<file path="src/rtl/alu_mul_sequencer_pkg.sv">
// Shared encodings for the shift-add multiply sequencer that borrows the execute-stage ALU.
// ALU opcodes match the 2-bit ALU_Control field; FLAG_C_IDX selects C out of {N,Z,C,V}.
package alu_mul_sequencer_pkg;

    localparam logic [1:0] ALU_ADD    = 2'b00;
    localparam logic [1:0] ALU_SUB    = 2'b01;
    localparam int         FLAG_C_IDX = 1;

    localparam logic [2:0] S_IDLE   = 3'd0;
    localparam logic [2:0] S_NEG_A  = 3'd1;
    localparam logic [2:0] S_NEG_B  = 3'd2;
    localparam logic [2:0] S_ITER   = 3'd3;
    localparam logic [2:0] S_FIX_LO = 3'd4;
    localparam logic [2:0] S_FIX_HI = 3'd5;
    localparam logic [2:0] S_DONE   = 3'd6;

    typedef enum logic [2:0] {
        ST_IDLE   = S_IDLE,
        ST_NEG_A  = S_NEG_A,
        ST_NEG_B  = S_NEG_B,
        ST_ITER   = S_ITER,
        ST_FIX_LO = S_FIX_LO,
        ST_FIX_HI = S_FIX_HI,
        ST_DONE   = S_DONE
    } mul_state_t;

endpackage

</file>
<file path="src/rtl/alu_mul_sequencer.sv">
// 32x32->64 shift-add multiplier controller using the shared external ALU as its adder.
// Signed operands are made magnitude first, and the product is negated at the end when needed.
module alu_mul_sequencer
    import alu_mul_sequencer_pkg::*;
#(
    parameter int WIDTH      = 32,
    parameter bit EARLY_TERM = 1'b0
) (
    input  logic             CLK,
    input  logic             RESET,
    input  logic             Start,
    input  logic             MCycleSigned,
    input  logic [WIDTH-1:0] Operand1,
    input  logic [WIDTH-1:0] Operand2,
    output logic [WIDTH-1:0] Result1,
    output logic [WIDTH-1:0] Result2,
    output logic             Busy,
    output logic             Done,
    output logic [WIDTH-1:0] ALU_SrcA,
    output logic [WIDTH-1:0] ALU_SrcB,
    output logic [1:0]       ALU_Control,
    output logic             ALU_isADC,
    output logic             ALU_CFlag,
    output logic             ALU_isArith,
    input  logic [WIDTH-1:0] ALUResult_in,
    input  logic [3:0]       ALUFlags_in
);

    localparam logic [5:0] CNT_LAST = 6'(WIDTH - 1);
    localparam logic [5:0] CNT_FULL = 6'(WIDTH);

    mul_state_t         r_state;
    logic [WIDTH-1:0]   r_mcand;
    logic [WIDTH-1:0]   r_acc_hi;
    logic [WIDTH-1:0]   r_acc_lo;
    logic [5:0]         r_cnt;
    logic               r_neg_res;
    logic               r_cfix;

    logic               w_carry;
    logic [WIDTH-1:0]   w_sum;
    logic [2*WIDTH-1:0] w_shift;
    logic [5:0]         w_done_iters;
    logic [5:0]         w_tail;
    logic [WIDTH-1:0]   w_rem_mask;
    logic               w_rem_zero;
    logic               w_early;
    logic               w_iter_last;
    logic [2*WIDTH-1:0] w_prod_nxt;
    logic               w_unused_flags;

    assign w_unused_flags = ^{ALUFlags_in[3:2], ALUFlags_in[0]};

    // One iteration; with early termination, the remaining all-zero multiplier bits only
    // contribute shifts, so they are folded in as one wide shift.
    always_comb begin
        w_sum        = r_acc_lo[0] ? ALUResult_in : r_acc_hi;
        w_carry      = r_acc_lo[0] & ALUFlags_in[FLAG_C_IDX];
        w_shift      = {w_carry, w_sum, r_acc_lo[WIDTH-1:1]};
        w_done_iters = r_cnt + 6'd1;
        w_tail       = CNT_FULL - w_done_iters;
        w_rem_mask   = {WIDTH{1'b1}} >> w_done_iters;
        w_rem_zero   = (w_shift[WIDTH-1:0] & w_rem_mask) == '0;
        w_early      = EARLY_TERM && w_rem_zero && (r_cnt != CNT_LAST);
        w_iter_last  = (r_cnt == CNT_LAST) || w_early;
        w_prod_nxt   = w_early ? (w_shift >> w_tail) : w_shift;
    end

    always_comb begin
        ALU_SrcA    = '0;
        ALU_SrcB    = '0;
        ALU_Control = ALU_ADD;
        ALU_isADC   = 1'b0;
        ALU_CFlag   = 1'b0;
        ALU_isArith = 1'b0;
        unique case (r_state)
            ST_IDLE: ;
            ST_NEG_A: begin
                ALU_SrcB    = r_mcand;
                ALU_Control = ALU_SUB;
                ALU_isArith = 1'b1;
            end
            ST_NEG_B, ST_FIX_LO: begin
                ALU_SrcB    = r_acc_lo;
                ALU_Control = ALU_SUB;
                ALU_isArith = 1'b1;
            end
            ST_ITER: begin
                ALU_SrcA    = r_acc_hi;
                ALU_SrcB    = r_mcand;
                ALU_isArith = 1'b1;
            end
            // High word of a 64-bit negate: ~hi plus the borrow-carry from the low word.
            ST_FIX_HI: begin
                ALU_SrcB    = ~r_acc_hi;
                ALU_isADC   = 1'b1;
                ALU_CFlag   = r_cfix;
                ALU_isArith = 1'b1;
            end
            ST_DONE: ALU_isArith = 1'b1;
            default: ;
        endcase
    end

    // Results are loaded on entry to DONE so they are valid during the Done pulse.
    always_ff @(posedge CLK or posedge RESET) begin
        if (RESET) begin
            r_state   <= ST_IDLE;
            r_mcand   <= '0;
            r_acc_hi  <= '0;
            r_acc_lo  <= '0;
            r_cnt     <= '0;
            r_neg_res <= 1'b0;
            r_cfix    <= 1'b0;
            Result1   <= '0;
            Result2   <= '0;
            Busy      <= 1'b0;
            Done      <= 1'b0;
        end else begin
            Done <= 1'b0;
            unique case (r_state)
                ST_IDLE: begin
                    if (Start) begin
                        r_mcand   <= Operand1;
                        r_acc_lo  <= Operand2;
                        r_acc_hi  <= '0;
                        r_cnt     <= '0;
                        r_cfix    <= 1'b0;
                        r_neg_res <= MCycleSigned & (Operand1[WIDTH-1] ^ Operand2[WIDTH-1]);
                        Busy      <= 1'b1;
                        r_state   <= MCycleSigned ? ST_NEG_A : ST_ITER;
                    end
                end
                ST_NEG_A: begin
                    if (r_mcand[WIDTH-1]) begin
                        r_mcand <= ALUResult_in;
                    end
                    r_state <= ST_NEG_B;
                end
                ST_NEG_B: begin
                    if (r_acc_lo[WIDTH-1]) begin
                        r_acc_lo <= ALUResult_in;
                    end
                    r_state <= ST_ITER;
                end
                ST_ITER: begin
                    {r_acc_hi, r_acc_lo} <= w_prod_nxt;
                    r_cnt                <= w_done_iters;
                    if (w_iter_last) begin
                        if (r_neg_res) begin
                            r_state <= ST_FIX_LO;
                        end else begin
                            Result1 <= w_prod_nxt[WIDTH-1:0];
                            Result2 <= w_prod_nxt[2*WIDTH-1:WIDTH];
                            Done    <= 1'b1;
                            r_state <= ST_DONE;
                        end
                    end
                end
                ST_FIX_LO: begin
                    r_acc_lo <= ALUResult_in;
                    r_cfix   <= ALUFlags_in[FLAG_C_IDX];
                    r_state  <= ST_FIX_HI;
                end
                ST_FIX_HI: begin
                    r_acc_hi <= ALUResult_in;
                    Result1  <= r_acc_lo;
                    Result2  <= ALUResult_in;
                    Done     <= 1'b1;
                    r_state  <= ST_DONE;
                end
                ST_DONE: begin
                    Busy    <= 1'b0;
                    r_state <= ST_IDLE;
                end
                default: r_state <= ST_IDLE;
            endcase
        end
    end

endmodule

</file>
<file path="config.mk">
export PLATFORM = sky130hd
export DESIGN_NAME = alu_mul_sequencer
export DESIGN_NICKNAME = d
export VERILOG_FILES = /design/src/rtl/alu_mul_sequencer_pkg.sv /design/src/rtl/alu_mul_sequencer.sv
export SDC_FILE = /design/constraint.sdc
export NUM_CORES = 1
export LEC_CHECK = 0
export ABC_AREA = 1
export CAP_MARGIN = 15
export CORE_MARGIN = 4
export CORE_UTILIZATION = 30
export DETAILED_ROUTE_END_ITERATION = 6
export HOLD_SLACK_MARGIN = 0.1
export SYNTH_ARGS = -nofsm -noshare
export SYNTH_HDL_FRONTEND = slang
export SYNTH_SLANG_ARGS = --single-unit
</file>
<file path="constraint.sdc">
create_clock -name CLK -period 6.5 [get_ports CLK]
set_input_delay 1.95 -clock CLK [delete_from_list [all_inputs] [get_ports CLK]]
set_output_delay 1.95 -clock CLK [all_outputs]
set_load 0.01 [all_outputs]
</file>
======== Word-level counts from Yosys, hierarchy flattened ========
Index checks and enable logic that the tools add are counted.
W data, S select, Z words.
storage, ports and cells
  register bits ........................... 173
  bits in latches ......................... 0
  RAM bits ................................ 0
  memory bits (read-only) ................. 0
  bits of input ports ..................... 104
  output and inout bits ................... 135
  memories ................................ 0
operators by class
  add/subtract/negate cells ............... 1
  multiply operators ...................... 0
  div/mod/pow operators ................... 0
  order comparisons ....................... 0
  equal/unequal tests ..................... 12
  shift-type cells ........................ 0
  mux-type cells .......................... 35
  bitwise gates (word level) .............. 4
  reductions and logical operators ........ 23
operators with widths
  cell                   number
  $mux W32               11
  $pmux W32 S2           3
  $pmux W32 S3           2
  $pmux W32 S4           1
  $not A32 Y32           1
  $pmux W3 S6            1
  $reduce_and A2 Y1      8
  $pmux W6 S2            1
  $ne A2 B2 Y1 const B   5
  $reduce_bool A2 Y1     5
  $eq A3 B3 Y1 const B   3
  $reduce_and A3 Y1      3
  $mux W1                8
  $add A6 B1 Y6 const B  1
  $eq A3 B2 Y1 const B   2
  $eq A6 B5 Y1 const B   1
  $mux W3                2
  $mux W6                1
  $pmux W1 S2            3
  $reduce_or A6 Y1       1
  $mux W2                2
  $reduce_bool A4 Y1     1
  $reduce_or A2 Y1       2
  $eq A3 B1 Y1 const B   1
  5 further kinds        6

======== Depth between registers and ports, before layout ========
Gate-level depths: netlist of the first run.
  depth after elaboration ................. 4
  gate-level depth with buffers ........... 10
  mapped depth without buffers ............ 9

======== Least setup slack after synthesis of the first run ========
No wires, ideal clock.
  path kind ............................... reg-to-output
  start point ............................. register r_state[1]
  end point ............................... output port ALU_SrcB[30]
  arrival time ............................ 1415 ps
  data required time ...................... 4550 ps
  slack ................................... 3135 ps
  stages on the path, launching flop included .. 8
  cells stage by stage .................... dfrtp_1 inv_2 nand2_2 nor2_4 inv_2 buf_2 buf_2 o211ai_1
between the ends
  cells in the longest elaborated chain, start to end .. 3
  elaborated cells on any way between the ends .. 8
  those cells by class .................... eq/ne (5); mux (1); reduce/logical (2)
RTL lines
  what                                        RTL line                  source
  start: declaration                          alu_mul_sequencer.sv:32   mul_state_t r_state;
  start signal: assignment                    alu_mul_sequencer.sv:131  r_state <= MCycleSigned ? ST_NEG_A : ST_ITER;
  $eq A3 B2 Y1, or another cell as far along  alu_mul_sequencer.sv:76   unique case (r_state)
  $reduce_or A2 Y1, on equally long branches  -
  $pmux W32 S3 *                              alu_mul_sequencer.sv:76
  end: declaration                            alu_mul_sequencer.sv:20   output logic [WIDTH-1:0] ALU_SrcB,
Mark *: on every way between the ends. The rest lies on a longest branch, timed or not.

======== Worst setup path after layout of the first run ========
  start point ............................. register r_state[2]
  end point ............................... output port ALU_SrcB[29]
The elaborated chain is that of the path after synthesis.

==> reports/qor.yml, run 1 <==
outcome:
  outcome: "completed"
clocking:
  cts.root.buffer_cell: "clkbuf_16"
  holdBufCountCts: 0
  clk_pin_slew_worst_paths_ns: 0.08
  cts_resized: 0
  cts.sinks: 173
  ctsLongestPathBuffers: 2
  cts_buffers: 17
  cts_max_level: 4
  cts_setup_buffers: 0
  cts_tree: "built"
  clock_latency_ns: 0.44
power_and_ir_drop:
  pwr_density_cell_nw_per_um2: 532
  p_leak_nw: 6.27
  finalPower_mw: 7.11
  vdd_drop_max_mv: 0.322
route:
  wl_per_cell_um: 19.9
  totalWireLength_um: 42200
  drcViolationCount: 0
  vias: 11200
  ant_nets: 0
  drtIter0Drc: 1176
  first_pass_iters: 6
  vias_per_cell: 5.28
die:
  die_x_um: 192
  dieArea_um2: 36700
  pin_count: 239
  die_y_um: 192
  initial_core_util: 0.307
  fp-row-count: 66
  core_area_um2: 32900
sta:
  max_freq_mhz: 183
  final.setup.tns_ns: 0
  timing.final.crit_share: 0.841
  slew_headroom: 0.244
  skew_ns: 0.0151
  hold_viol: 0
  tightest_slew_ns: 1.13
  timing.final.crit_period_ns: 5.47
  rsz0062_at_grt: "false"
  setup_violations: 0
  finalMaxSlewViolations: 0
synthesis:
  ys_ff_latch: 173
  ys_warn_count: 0
  synth_area_per_cell_um2: 6.78
  synthAdderAreaFrac: 0.00124
  synth_area_um2: 10100
  synth_mux_area_frac: 0
  ys_top_cells_by_area: "dfrtp_1 43%, nand2_1 21%, nand3_1 15%"
  syn_nets: 1596
  synth.largest_area_cell: "dfrtp_1"
  synth_compound_area_frac: 0.0646
  yosys.area_share.simple: 0.430
  synth_top_family_by_area: "simple AND/OR/NAND/NOR gates"
  yosysTopAreaCellShare: 0.428
  synth_cell_types: 27
  synthXorXnorAreaFrac: 0.000867
  ys_seq_area_frac: 0.428
  syn_inst: 1491
critical_path:
  crit_type: "flip-flop to primary output"
  cp_max_fo: 18
  critPathArrivalTime_ns: 3.52
  cp.required_ns: 4.55
  crit_path_start_kind: "flip-flop"
  end_kind: "primary output"
place:
  dp_hpwl_um: 27300
  place_area_um2: 12800
  gp_congestion: 0.865
  io_buffers: 234
final_layout:
  nNetsFinal: 1763
  layout_commonest_cell: "nand2_1"
  final_cell_mix: "576 x nand2_1, 297 x nand3_1, 234 x clkdlybuf4s50_1"
  post-route-util: 0.406
  area_delta_synth_final_pct: 32.2
  drive_gt1_frac: 0.0473
  design_area_um2: 13400
global_routing:
  grt_pass1_wl_um: 64500
  grt_max_degree: 99
  antenna_found_initial: 5
  grt_pass1_vias: 10700
  grt_usage: 0.228
  overflow: 0
min_path:
  min_path_type: "flip-flop to flip-flop"
run:
  drv_cap: 0
## routing by layer
metal,vias up,global-route usage,routed length (um)
li1,5203,-,-
met1,5336,0.302,17400
met2,574,0.377,20300
met3,42,0.0561,3800
met4,8,0.0497,596
met5,-,0,55
## worst max-delay path, stage by stage (launching register included)
cell and delay [ns]:
dfrtp_1 0.89, inv_2 0.27, nand3_2 0.13, nand2_1 0.55, buf_12 0.40, a22oi_1 0.23, nand2_1 0.10, clkdlybuf4s50_1 0.49
## sequential cells by signal, indices dropped and copies added (netlist names)
register	cells
r_neg_res	1
r_cnt	6
Result2	32
r_acc_hi	32
r_mcand	32
Done	1
r_state	3
Busy	1
r_cfix	1
Result1	32
r_acc_lo	32
## Yosys cell counts
library cell	number
o21ai_1	2
nand2_1	577
buf_2	62
buf_4	1
a22oi_1	31
nand2_2	2
a31oi_1	2
buf_1	4
dfrtp_1	173
nor3_2	1
clkbuf_1	44
o31ai_1	3
ha_1	1
inv_2	6
o211ai_1	1
nand3_1	299
conb_1	1
nor2_1	104
a21oi_1	3
o21ai_0	69
xnor2_1	1
nor2_2	4
nor3_1	1
o21a_1	1
nor2_4	3
inv_1	62
nand4_1	33
## through the flow
step	cells	hold WS, ns	worst slack (ns)
global placement	2080	0.463	1.60
detailed placement	2080	0.469	1.58
floorplan	1491	0.452	2.34
CTS	2112	0.486	1.09
finish	2114	0.485	1.03
global route	2113	0.507	0.929
## path summary, 6_finish.rpt
check,from,endpoint,slack [ns],depth (start not counted)
max in group asynchronous,RESET,r_acc_hi[18],3.39,3
min in group asynchronous,RESET,Done,2.05,2
hold / removal,r_acc_hi[29],r_acc_hi[29],0.48,2
setup reg to reg,r_state[2],Result2[28],2.55,8
setup / recovery,r_state[2],ALU_SrcB[29],1.03,7
hold reg to reg,r_acc_hi[29],r_acc_hi[29],0.48,2
## kinds of logic after synthesis
logic type / after synthesis
simple gates: 1024
buf+inv: 179
flops: 173
compound gates: 112
xor+xnor: 1
fa+ha+maj: 1
other cells: 1
## cell type report
type                       instances  area, um2
clock buffer                      20        457
fill                            3509      19500
clock inverter                    12        114
inverter                          68        262
tap                              442        553
antenna                            1       2.50
multi-input combinational       1139       5060
sequential                       173       4330
timing repair buffer             259       2570
## power breakdown
group / switching (mW) / internal (mW) / total (mW)
clock network: 0.483 / 0.553 / 1.04
registers: 0.441 / 1.58 / 2.03
logic: 2.48 / 1.57 / 4.05
total: 3.40 / 3.71 / 7.11
(Power assumes the default switching activity.)
==> inputs of run 2 (changes only) <==
==> constraint.sdc (replaced) <==
create_clock -name CLK -period 5.5 [get_ports CLK]
set_input_delay 1.65 -clock CLK [delete_from_list [all_inputs] [get_ports CLK]]
set_output_delay 1.65 -clock CLK [all_outputs]
set_load 0.01 [all_outputs]
==> reports/qor.yml, run 2 (same netlist as run 1, synthesis figures left out) <==
outcome:
  outcome: "completed"  # unchanged
clocking:
  clk_pin_slew_worst_paths_ns: 0.07  # was 0.08 ns
  cts.sinks: 173  # unchanged
  cts_resized: 0  # unchanged
  cts_setup_buffers: 0  # unchanged
  holdBufCountCts: 0  # unchanged
  clock_latency_ns: 0.45  # was 0.44 ns
  cts_max_level: 4  # unchanged
  cts_buffers: 17  # unchanged
  ctsLongestPathBuffers: 2  # unchanged
  cts_tree: "built"  # unchanged
  cts.root.buffer_cell: "clkbuf_16"  # unchanged
global_routing:
  grt_usage: 0.225  # was 0.228
  grt_pass1_wl_um: 64000  # was 64500 um
  overflow: 0  # unchanged
  grt_max_degree: 77  # was 99
  grt_pass1_vias: 10700  # about the same
  antenna_found_initial: 4  # was 5
die:
  core_area_um2: 32900  # unchanged
  dieArea_um2: 36700  # unchanged
  fp-row-count: 66  # unchanged
  die_x_um: 192  # unchanged
  initial_core_util: 0.307  # unchanged
  pin_count: 239  # unchanged
  die_y_um: 192  # unchanged
sta:
  max_freq_mhz: 202
  slew_headroom: 0.280  # was 0.244
  finalMaxSlewViolations: 0  # unchanged
  timing.final.crit_period_ns: 4.96
  final.setup.tns_ns: 0  # unchanged
  rsz0062_at_grt: "false"  # unchanged
  setup_slack_ns: 0.541  # was 1.03 ns
  setup_violations: 0  # unchanged
  hold_viol: 0  # unchanged
  tightest_slew_ns: 1.08  # was 1.13 ns
  skew_ns: 0.0132  # was 0.0151 ns
  timing.final.crit_share: 0.902
route:
  ant_nets: 0  # unchanged
  drtIter0Drc: 1189  # was 1176
  drcViolationCount: 0  # unchanged
  first_pass_iters: 5  # was 6
  vias: 11000  # was 11200
  totalWireLength_um: 41400  # was 42200 um
  vias_per_cell: 5.20  # was 5.28
  wl_per_cell_um: 19.6  # was 19.9 um
critical_path:
  rrSetupSlack_ns: 1.85  # was 2.55 ns
  crit_path_start_kind: "flip-flop"  # unchanged
  r2r_start: "r_state[2]"  # unchanged
  cp_max_fo: 17  # was 18
  rr_worst_depth: 8  # unchanged
  crit_type: "flip-flop to primary output"  # unchanged
  critPathArrivalTime_ns: 3.31  # was 3.52 ns
  regToRegEndpoint: "Result1[17]"  # was Result2[28]
  cp.required_ns: 3.85  # was 4.55 ns
  end_kind: "primary output"  # unchanged
final_layout:
  instances_no_fill: 2117  # was 2114
  antenna_cells: 0  # was 1
  drive_gt1_frac: 0.0501  # was 0.0473
  layout_commonest_cell: "nand2_1"  # unchanged
  design_area_um2: 13400  # about the same
  nNetsFinal: 1767  # was 1763
  fillers: 3486  # was 3509
  final_cell_mix: "576 x nand2_1, 297 x nand3_1, 234 x clkdlybuf4s50_1"  # unchanged
  area_delta_synth_final_pct: 32.3  # was 32.2%
place:
  pre_cts_ws_ns: 1.06  # was 1.58 ns
  gp_congestion: 0.842  # was 0.865
  placedCellCount: 2084  # was 2080
  io_buffers: 234  # unchanged
  place_area_um2: 12800  # about the same
  dp_hpwl_um: 27500  # was 27300 um
power_and_ir_drop:
  vdd_drop_max_mv: 0.473  # was 0.322 mV
  p_leak_nw: 6.28  # was 6.27 nW
  finalPower_mw: 8.35  # was 7.11 mW
  pwr_density_cell_nw_per_um2: 624  # was 532 nW/um2
min_path:
  min_to: "r_acc_hi[16]"  # was r_acc_hi[29]
  hold_start: "r_acc_hi[16]"  # was r_acc_hi[29]
  min_path_cells: 2  # unchanged
  min_path_type: "flip-flop to flip-flop"  # unchanged
run:
  drv_cap: 0  # unchanged
run 2: cell count changes in the layout (fill, tap and decap cells not counted), sizes merged:
cell      before  now
buf           25   29
clkinvlp       2    4
diode          1    0
clkbuf        20   18
inv           69   72
clkinv         8    5
run 2: final cells by class:
class	instances	area, um2	area share
clock inverter	14	134	0.0100
clock buffer	18	439	0.0328
sequential	173	4330	0.324
inverter	68	262	0.0196
timing repair buffer	263	2590	0.194
tap	442	553	0.0414
multi-input combinational	1139	5060	0.379
run 2: power by group:
part	internal, mW	switching [mW]
logic	1.86	2.90
registers	1.87	0.483
clock network	0.645	0.589
run 2: routing by layer:
| metal | GRT usage | vias up | wire (um) |
|---|---|---|---|
| li1 | - | 5196 | - |
| met1 | 0.297 | 5235 | 17600 |
| met2 | 0.369 | 502 | 19400 |
| met3 | 0.0573 | 70 | 3580 |
| met4 | 0.0588 | 8 | 828 |
| met5 | 0 | - | 46 |
run 2: worst max-delay path, cell delays in order (launching register included):
cell and delay, ns:
dfrtp_1 0.69, inv_2 0.34, nand3_2 0.48, nand2_1 0.25
buf_4 0.30, nand2_1 0.08, o211ai_1 0.08, clkdlybuf4s50_1 0.63
run 2: through the flow:
step            util  hold slack, ns
3_5_place_dp   0.389           0.469
6_report       0.407           0.486
2_1_floorplan      -           0.452
3_3_place_gp   0.389           0.463
5_1_grt        0.407           0.506
4_1_cts        0.406           0.486
run 2: how the worst max path moves through the flow:
stage	endpoint	from	slack (ns)	cells after the start
finish	ALU_SrcB[30]	r_state[2]	0.54	7
global route	ALU_SrcB[30]	r_state[2]	0.43	7
CTS	ALU_SrcB[30]	r_state[2]	0.57	7
detailed placement	ALU_SrcB[30]	r_state[2]	1.06	7
global placement	ALU_SrcB[30]	r_state[2]	1.07	7
floorplan	Busy	RESET	1.64	1
==> inputs of run 3 (changes only) <==
--- a/config.mk
+++ b/config.mk
@@ -11,6 +11,7 @@
 export CORE_UTILIZATION = 30
 export DETAILED_ROUTE_END_ITERATION = 6
 export HOLD_SLACK_MARGIN = 0.1
+export PLACE_DENSITY = 0.5
 export SYNTH_ARGS = -nofsm -noshare
 export SYNTH_HDL_FRONTEND = slang
 export SYNTH_SLANG_ARGS = --single-unit
==> reports/qor.yml, run 3 (same netlist as run 1, synthesis figures left out) <==
outcome:
  outcome: "completed"  # unchanged
critical_path:
  r2r_start: "r_state[2]"  # unchanged
  crit_chain: "buf_4 > nand2_1 > nand2_1 > buf_4 > nand2_1 > o211ai_1 > clkdlybuf4s50_1"  # was inv_2 > nand3_2 > nand2_1 > buf_4 > nand2_1 > o211ai_1 > clkdlybuf4s50_1
  critical-path-max-stage-delay_ns: 0.61  # was 0.69 ns
  critPathArrivalTime_ns: 2.97  # was 3.31 ns
  cp_max_fo: 36  # was 17
  crit_path_start_kind: "flip-flop"  # unchanged
  rr_worst_depth: 8  # unchanged
  end_kind: "primary output"  # unchanged
  crit_cells: 7  # unchanged
  path_buf_inv: 3  # unchanged
  regToRegEndpoint: "Result2[13]"  # was Result1[17]
  path_delay_family: "buffers and inverters"  # unchanged
  cp.required_ns: 3.85  # about the same
  startpoint: "r_state[2]"  # unchanged
  worst_path_most_repeated_cell: "nand2_1"  # unchanged
  crit_slowest_cell: "clkdlybuf4s50_1"  # was dfrtp_1
  rrSetupSlack_ns: 2.59  # was 1.85 ns
  crit_end: "ALU_SrcB[30]"  # unchanged
  crit_type: "flip-flop to primary output"  # unchanged
place:
  dp_hpwl_um: 27500  # about the same
  gp_congestion: 0.847  # was 0.842
  io_buffers: 234  # unchanged
  pre_cts_ws_ns: 1.36  # was 1.06 ns
final_layout:
  nNetsFinal: 1765  # was 1767
  antenna_cells: 0  # unchanged
  area_delta_synth_final_pct: 31.7  # was 32.3%
  final_cell_mix: "576 x nand2_1, 297 x nand3_1, 234 x clkdlybuf4s50_1"  # unchanged
  layout_commonest_cell: "nand2_1"  # unchanged
  drive_gt1_frac: 0.0484  # was 0.0501
  post-route-util: 0.405  # was 0.407
clocking:
  clk_pin_slew_worst_paths_ns: 0.07  # about the same
  cts.root.buffer_cell: "clkbuf_16"  # unchanged
  cts_buffers: 17  # unchanged
  cts_tree: "built"  # unchanged
  ctsLongestPathBuffers: 2  # unchanged
  cts_setup_buffers: 0  # unchanged
  cts.sinks: 173  # unchanged
  cts_max_level: 4  # unchanged
  clock_latency_ns: 0.43  # was 0.45 ns
  holdBufCountCts: 0  # unchanged
  cts_resized: 0  # unchanged
die:
  die_y_um: 192  # unchanged
  pin_count: 239  # unchanged
  core_area_um2: 32900  # unchanged
  dieArea_um2: 36700  # unchanged
  die_x_um: 192  # unchanged
  fp-row-count: 66  # unchanged
  initial_core_util: 0.307  # unchanged
route:
  totalWireLength_um: 42100  # was 41400 um
  drcViolationCount: 0  # unchanged
  vias: 10800  # was 11000
  wl_met3_um: 2930  # was 3580 um
  drtIter0Drc: 848  # was 1189
  vias_per_cell: 5.13  # was 5.20
  wl_per_cell_um: 19.9  # was 19.6 um
  wl_met2_um: 20000  # was 19400 um
  wl_met1_um: 18300  # was 17600 um
  routed.top_layer: "met5"  # unchanged
  ant_nets: 0  # unchanged
  first_pass_iters: 5  # unchanged
sta:
  tightest_slew_ns: 1.09  # was 1.08 ns
  rsz0062_at_grt: "false"  # unchanged
  slew_headroom: 0.270  # was 0.280
  max_freq_mhz: 216  # was 202 MHz
  finalMaxSlewViolations: 0  # unchanged
  hold-worst-slack_ns: 0.483  # was 0.486 ns
  setup_violations: 0  # unchanged
  setup_slack_ns: 0.876  # was 0.541 ns
  hold_viol: 0  # unchanged
  skew_ns: 0.0135  # was 0.0132 ns
  timing.final.crit_period_ns: 4.62  # was 4.96 ns
  timing.final.crit_share: 0.841  # was 0.902
  final.setup.tns_ns: 0  # unchanged
global_routing:
  overflow: 0  # unchanged
  grt_usage: 0.231  # was 0.225
  grt_pass1_vias: 10900  # was 10700
  grt_pass1_wl_um: 65400  # was 64000 um
  grt_max_degree: 80  # was 77
  antenna_found_initial: 4  # unchanged
min_path:
  min_path_type: "flip-flop to flip-flop"  # unchanged
  min_path_cells: 2  # unchanged
power_and_ir_drop:
  p_leak_nw: 6.24  # was 6.28 nW
  vdd_drop_max_mv: 0.298  # was 0.473 mV
  pwr_density_cell_nw_per_um2: 621  # was 624 nW/um2
run:
  drv_cap: 0  # unchanged
run 3: how the worst min path moves through the flow:
stage | start | endpoint
CTS | r_acc_hi[29] | r_acc_hi[29]
floorplan | r_acc_hi[10] | r_acc_hi[10]
finish | r_acc_hi[10] | r_acc_hi[10]
detailed placement | r_acc_hi[11] | r_acc_hi[11]
global route | r_acc_hi[11] | r_acc_hi[11]
global placement | r_acc_hi[29] | r_acc_hi[29]
run 3: per-layer routing:
| layer | up-vias | track usage |
|---|---|---|
| met5 | - | 0 |
| met4 | 8 | 0.0627 |
| met3 | 63 | 0.0520 |
| met2 | 403 | 0.388 |
| met1 | 5177 | 0.300 |
| li1 | 5197 | - |
run 3: report_power, final:
group,switching (mW),internal [mW],leakage (nW)
sequential,0.489,1.87,2.16
clock,0.562,0.592,0.256
combinational,2.92,1.82,3.83
total,3.97,4.29,6.24
run 3: area by class of cell:
type                       instances  area, um2
clock buffer                      19        443
clock inverter                    12       86.3
fill                            3544      19600
inverter                          68        262
multi-input combinational       1139       5080
sequential                       173       4330
tap                              442        553
timing repair buffer             261       2560
run 3: through the flow:
step,power [mW],cell area [um2],cells
after global routing,8.94,13300,2114
after detailed placement,7.15,12800,2083
after CTS,8.34,13300,2114
final,8.26,13300,2114
after floorplan,4.94,10100,1491
after global placement,7.12,12800,2083
run 3: worst reg2reg max path: cells and delay by family, from the launching register on:
| kind | cells | cell delay (ns) |
|---|---|---|
| simple gates | 5 | 1.39 |
| buf+inv | 3 | 0.96 |
| flops | 1 | 0.43 |
